==> src/rtl/debug_pkg.sv <==
// Constants shared by the debug path: latch widths, dump framing and serializer states.
package debug_pkg;

  localparam int unsigned IF_ID_W    = 64;
  localparam int unsigned ID_EX_W    = 139;
  localparam int unsigned EX_MEM_W   = 76;
  localparam int unsigned MEM_WB_W   = 71;
  localparam int unsigned SNAP_W     = IF_ID_W + ID_EX_W + EX_MEM_W + MEM_WB_W;
  localparam int unsigned SNAP_PAD_W = 352;
  localparam int unsigned WORD_W     = 32;
  localparam int unsigned WORD_CNT   = SNAP_PAD_W / WORD_W;
  localparam int unsigned IDX_W      = 4;
  localparam int unsigned PAD_W      = SNAP_PAD_W - SNAP_W;

  localparam logic [7:0] DUMP_HEADER_TAG = 8'hA5;

  typedef enum logic [1:0] {
    IDLE = 2'd0,
    SEND = 2'd1,
    DONE = 2'd2
  } dump_state_e;

endpackage

==> src/rtl/latch_dump_serializer.sv <==
// Snapshots the four pipeline latches on start and streams them, behind a header
// word, into the transmit FIFO while honouring its full flag.
module latch_dump_serializer
  import debug_pkg::*;
#(
  parameter int unsigned DATA_WIDTH = 32,
  parameter logic [7:0]  HEADER_TAG = DUMP_HEADER_TAG
) (
  input  logic                  i_clk,
  input  logic                  i_reset,
  input  logic                  i_start,
  input  logic [IF_ID_W-1:0]    i_IF_ID_latch,
  input  logic [ID_EX_W-1:0]    i_ID_EX_latch,
  input  logic [EX_MEM_W-1:0]   i_EX_MEM_latch,
  input  logic [MEM_WB_W-1:0]   i_MEM_WB_latch,
  input  logic                  i_fifo_full,
  output logic [DATA_WIDTH-1:0] o_data_to_fifo,
  output logic                  o_write_en_fifo,
  output logic                  o_busy,
  output logic                  o_done
);

  localparam logic [IDX_W-1:0] LAST_IDX = IDX_W'(WORD_CNT);

  dump_state_e                          state_q, state_d;
  logic [IDX_W-1:0]                     idx_q, idx_d;
  logic [WORD_CNT-1:0][WORD_W-1:0]      snap_q, snap_d;
  logic [IDX_W-1:0]                     word_sel;
  logic [WORD_W-1:0]                    header;

  assign header   = {HEADER_TAG, 8'(WORD_CNT), 16'h0000};
  assign word_sel = idx_q - IDX_W'(1);

  // State, index and snapshot registers
  always_ff @(posedge i_clk) begin
    if (i_reset) begin
      state_q <= IDLE;
      idx_q   <= '0;
      snap_q  <= '0;
    end else begin
      state_q <= state_d;
      idx_q   <= idx_d;
      snap_q  <= snap_d;
    end
  end

  // Next-state: capture on accepted start, advance only on an accepted write
  always_comb begin
    state_d = state_q;
    idx_d   = idx_q;
    snap_d  = snap_q;
    case (state_q)
      IDLE: begin
        if (i_start) begin
          snap_d  = {PAD_W'(0), i_MEM_WB_latch, i_EX_MEM_latch, i_ID_EX_latch, i_IF_ID_latch};
          idx_d   = '0;
          state_d = SEND;
        end
      end
      SEND: begin
        if (!i_fifo_full) begin
          if (idx_q == LAST_IDX) begin
            idx_d   = '0;
            state_d = DONE;
          end else begin
            idx_d = idx_q + IDX_W'(1);
          end
        end
      end
      DONE: begin
        state_d = IDLE;
      end
      default: begin
        state_d = IDLE;
        idx_d   = '0;
      end
    endcase
  end

  // Word mux: header at idx 0, snapshot words least significant first after it
  always_comb begin
    o_data_to_fifo = '0;
    if (state_q == SEND) begin
      if (idx_q == '0) begin
        o_data_to_fifo = DATA_WIDTH'(header);
      end else if (idx_q <= LAST_IDX) begin
        o_data_to_fifo = DATA_WIDTH'(snap_q[word_sel]);
      end
    end
  end

  assign o_write_en_fifo = (state_q == SEND) & ~i_fifo_full;
  assign o_busy          = (state_q != IDLE);
  assign o_done          = (state_q == DONE);

endmodule
==> config.mk <==
export PLATFORM = sky130hd
export DESIGN_NAME = latch_dump_serializer
export DESIGN_NICKNAME = d
export VERILOG_FILES = /design/src/rtl/debug_pkg.sv /design/src/rtl/latch_dump_serializer.sv
export SDC_FILE = /design/constraint.sdc
export NUM_CORES = 1
export LEC_CHECK = 0
export CAP_MARGIN = 20
export CORE_UTILIZATION = 46
export CTS_BUF_LIST = sky130_fd_sc_hd__clkbuf_4 sky130_fd_sc_hd__clkbuf_8
export CTS_CLUSTER_DIAMETER = 80
export DETAILED_ROUTE_END_ITERATION = 8
export PLACE_DENSITY_LB_ADDON = 0.12
export SYNTH_ARGS = -nofsm -noshare
export SYNTH_HDL_FRONTEND = slang
export SYNTH_SLANG_ARGS = --single-unit
export TNS_END_PERCENT = 30
==> constraint.sdc <==
create_clock -name i_clk -period 2.69 [get_ports i_clk]
set_input_delay 0.269 -clock i_clk [delete_from_list [all_inputs] [get_ports i_clk]]
set_output_delay 0.269 -clock i_clk [all_outputs]
set_load 0.02 [all_outputs]
# After elaboration in Yosys (flattened, before gate mapping)
# Index checks and enable logic that the tools add are counted.
op_classes:
  n_addsub: 2
  n_lt_le_gt_ge: 2
  eq_ne: 6
  n_mux: 13
  bitwise: 3
  reduce_logical: 6
ops:
  columns: ["op", "count"]
  rows:
  - ["$bmux 32 s4", 1]
  - ["$mux 32", 4]
  - ["$mux 4", 3]
  - ["$pmux 4 s3", 1]
  - ["$mux 2", 3]
  - ["$ne 2x2->1 const B", 3]
  - ["$reduce_and 3->1", 2]
  - ["$lt 4x5->1 const B", 1]
  - ["$add 4x1->4 const B", 1]
  - ["$eq 4x4->1 const B", 1]
  - ["$le 4x4->1 const B", 1]
  - ["$logic_not 4->1", 1]
  - ["$pmux 2 s2", 1]
  - ["$sub 4x1->4 const B", 1]
  - ["$eq 2x1->1 const B", 1]
  - ["$eq 2x2->1 const B", 1]
  - ["$logic_not 2->1", 1]
  - ["$not 1->1", 2]
  - ["$reduce_and 2->1", 1]
  - ["$reduce_bool 2->1", 1]
  - ["$and 1x1->1", 1]
totals:
  reg_bits: 356
  in_bits: 354
  output_inout_bits: 35
  word_cells: 45

# Longest topological paths before layout
depth:
  ltp_word: 6
  mapped_depth: 13
  ltp_nobuf: 6

# Least setup slack after synthesis
# Ideal clock, no wire load.
synth_timing:
  kind: "register -> output"
  start: "register idx_q[0]"
  end: "output port o_data_to_fifo[0]"
  arrival_ns: 2.990
  required_time_ns: 2.421
  path_slack_ns: -0.569
  path_stages_with_launch: 12
  n_path_buf: 6
  cell_sequence: "dfxtp_1 buf_4 buf_4 buf_4 inv_2 clkbuf_1 ha_1 buf_2 clkbuf_1 mux4_2 nor2_1 o32ai_1"
synth_via:
  elab_chain_len: 6
  word_cells_on_any_way: 8
  classes_between: "1 x add/sub; 1 x order compare; 5 x mux; 1 x reduce/logical"
synth_rtl:
  columns: ["element", "line", "text"]
  rows:
  - ["start, declared", "latch_dump_serializer.sv:26", "logic [IDX_W-1:0] idx_q, idx_d;"]
  - ["start signal, assigned", "latch_dump_serializer.sv:42", "idx_q <= idx_d;"]
  - ["$sub 4x1->4", "latch_dump_serializer.sv:32", "assign word_sel = idx_q - IDX_W'(1);"]
  - ["$bmux 32 s4", "latch_dump_serializer.sv:87", "o_data_to_fifo = DATA_WIDTH'(snap_q[word_sel]);"]
  - ["$mux 32 (not written as such)", "latch_dump_serializer.sv:87", null]
  - ["$mux 32", "latch_dump_serializer.sv:86", "end else if (idx_q <= LAST_IDX) begin"]
  - ["$mux 32 *", "latch_dump_serializer.sv:84", "if (idx_q == '0) begin"]
  - ["$mux 32 *", "latch_dump_serializer.sv:83", "if (state_q == SEND) begin"]
  - ["end, declared", "latch_dump_serializer.sv:17", "output logic [DATA_WIDTH-1:0] o_data_to_fifo,"]
# Mark *: on every way between the ends. The rest lies on a longest branch, timed or not. The select of a mux whose other input is x is not followed.

# Worst setup path in the final report
layout_timing:
  start: "register idx_q[1]"
  end: "output port o_data_to_fifo[18]"
# Same word-level chain as after synthesis.

==> impl_metrics.py <==
metrics = {
    "layout": {
        "fillers": 2569,
        "drive_gt1_share_pct": 18.5,
        "finalNonFillerCells": 2754,
        "final_util_pct": 70.3,
        "fin_area_um2": 22900,
        "area_growth_pct": 50.6,
        "final_nets": 2624,
    },
    "yosys": {
        "synth_most_common_cell": "nand2_1",
        "post_synth_inst_count": 1869,
        "synth_top_area_cell": "dfxtp_1",
        "yosysTopAreaCellShare_pct": 46.9,
        "yosys-top-cells-count": "nand2_1, a21oi_1, dfxtp_1",
        "synth_area_leaders": "dfxtp_1, nand2_1, a21oi_1",
        "syn_area_um2": 15200,
        "synthFlopType": "dfxtp_1",
        "yosysWarnings": 0,
        "synth-edff-count": 0,
        "syn-num-nets": 2225,
        "async_flop_share_pct": 0,
        "ys_ff_latch": 356,
        "ys_seq_area_share_pct": 46.9,
        "syn_area_per_cell_um2": 8.12,
        "ys_types": 42,
    },
    "run_status": {
        "violations": "setup timing",
        "status": "finished, violations left",
    },
    "sta": {
        "min_period_over_period_pct": 112,
        "slew_headroom_pct": 60.4,
        "worst_slack_ns": -0.319,
        "fin_skew_ns": 0.0175,
        "setup_viol": 32,
        "max_freq_ghz": 0.332,
        "finalHoldViolations": 0,
        "post-route-min-period_ns": 3.01,
        "grt_setup_unrepaired": "yes",
        "report.final.slew_viol_count": 0,
        "tightest_slew_ns": 0.594,
    },
    "setup_path": {
        "r2r_cells": 8,
        "critPathMaxFanout": 8,
        "critical_path.cell_chain": "inv_1 > ha_4 > buf_12 > buf_12 > buf_16 > mux2i_4 > nor2_2 > a311oi_4 > o32ai_4 > buf_6",
        "r2r_slack_ns": 0.61,
        "cp-end-kind": "output port",
        "start_kind": "flip-flop",
        "critical_path_class": "reg -> out",
        "cpMaxStageDelayCell": "a311oi_4",
        "cp.arrival_ns": 2.74,
        "cp_num_cells": 10,
        "cp.required_ns": 2.42,
        "path_buf_inv": 5,
        "rr_startpoint": "idx_q[0]",
        "path_common_cell": "buf_12",
        "crit_start": "idx_q[1]",
        "crit_path_end": "o_data_to_fifo[18]",
        "critPathTopFamily": "buffers and inverters",
        "cpPeakStageDelay_ns": 0.39,
        "reg2reg_to": "idx_q[3]",
    },
    "clocking": {
        "cts_buffers": 58,
        "ctsRootBufferMaster": "clkbuf_8",
        "htree_num_levels": 2,
        "clockBufferDepth": 3,
        "clk_pin_slew_ns": 0.07,
        "clk_latency_ns": 0.59,
        "cts_tree": "done",
        "ctsHoldBuffers": 0,
        "clock-sinks": 356,
    },
    "pwr": {
        "power.density_nw_per_um2": 564,
        "peakVddDrop_uv": 321,
        "power_leakage_nw": 8.15,
    },
    "global_routing": {
        "grt_pass1_wl_um": 80500,
        "antenna_found_initial": 2,
        "grt_max_degree": 103,
        "grt_pass1_vias": 14600,
        "grt_usage_pct": 31.0,
        "grt_overflow": 0,
    },
    "routing": {
        "antenna_left": 0,
        "viasPerCell": 5.43,
        "drc": 0,
        "num_vias": 15000,
        "first_pass_iters": 8,
        "drt_wl_total_um": 53500,
        "wl_per_cell_um": 19.4,
        "drt_iter0_drc": 1248,
    },
    "place": {
        "portBuffers": 388,
        "placed_cells": 2627,
        "gp_routability_congestion": 0.950,
        "hpwl_um": 37100,
        "postPlaceCellArea_um2": 20600,
        "dp_slack_ns": -0.0950,
    },
    "floorplan": {
        "die-area_um2": 33700,
        "design.core.area_um2": 32500,
        "initial_utilization_pct": 46.7,
        "num_io_pins": 389,
        "die_w_um": 184,
        "die_h_um": 184,
        "rows": 66,
    },
    "hold_path": {
        "worstHoldPathType": "in -> reg",
    },
    "job": {
        "cap_violations": 0,
    },
}
## flip-flops by register name, indices dropped and copies added, names as in the netlist
signal / count
snap_q: 350
idx_q: 4
state_q: 2
## worst min-delay path by stage
stage,from,end,slack [ns],cells after the start
CTS,i_reset,idx_q[0],0.12,2
finish,i_reset,snap_q[34],0.14,2
floorplan,i_IF_ID_latch[0],snap_q[0],0.40,2
detailed placement,snap_q[164],snap_q[164],0.44,2
global placement,snap_q[246],snap_q[246],0.44,2
global route,i_reset,snap_q[97],0.16,2
## area by class of cell
class                           count  area, um^2  share of cell area [%]
Antenna cell                        2        5.00                  0.0219
Clock buffer                       91        1160                    5.09
Clock inverter                     11        82.6                   0.361
Inverter                           28         108                   0.471
Multi-Input combinational cell   1328        8520                    37.3
Sequential cell                   356        7130                    31.2
Tap cell                          442         553                    2.42
Timing Repair Buffer              496        5300                    23.2
## power breakdown
| group | switching (mW) | internal (mW) |
|---|---|---|
| sequential | 0.186 | 5.57 |
| combinational | 1.04 | 1.10 |
| clock | 2.15 | 2.83 |
| total | 3.38 | 9.50 |
## placed cells by master (no fill, tap or decap), drive strengths merged, types with 4 or more instances in the layout
master / n
a21oi: 360
a311oi: 31
buf: 138
clkbuf: 93
clkdlybuf4s50: 355
clkinv: 9
dfxtp: 356
inv: 28
mux2i: 32
mux4: 64
nand2: 716
nand2b: 4
nand3b: 6
nor2: 53
o21ai: 7
o32ai: 24
## routing by layer
layer | up-vias | routed length [um] | GRT usage [%]
li1 | 7127 | - | -
met1 | 7166 | 22300 | 40.2
met2 | 568 | 25800 | 51.3
met3 | 104 | 3520 | 4.95
met4 | 0 | 1880 | 13.1
met5 | - | 0 | 0
## timing repair
action | CTS | global route
pin swaps | 30 | 33
endpoints found under the setup margin | 32 | 32
buffers inserted | 17 | 5
gates resized for setup | 239 | 52
cloned | 8 | 2
## stage by stage
step                      hold slack (ns)  TNS, ns  power (mW)
after floorplan                     0.405        0        6.78
after global placement              0.439   -0.273        7.76
after detailed placement            0.444   -0.905        7.79
after CTS                           0.115    -8.70        12.9
after global routing                0.160   -10.60        13.4
final                               0.141    -8.29        12.9
## logic make-up after synthesis
kind of cell,after synthesis,synth area share (%)
compound gates,433,15.9
xor+xnor,1,0.0577
fa+ha+maj,2,0.165
buf+inv,186,5.03
flops,356,46.9
mux,98,11.8
simple gates,793,20.2
Power figures use the tool's default switching activity.
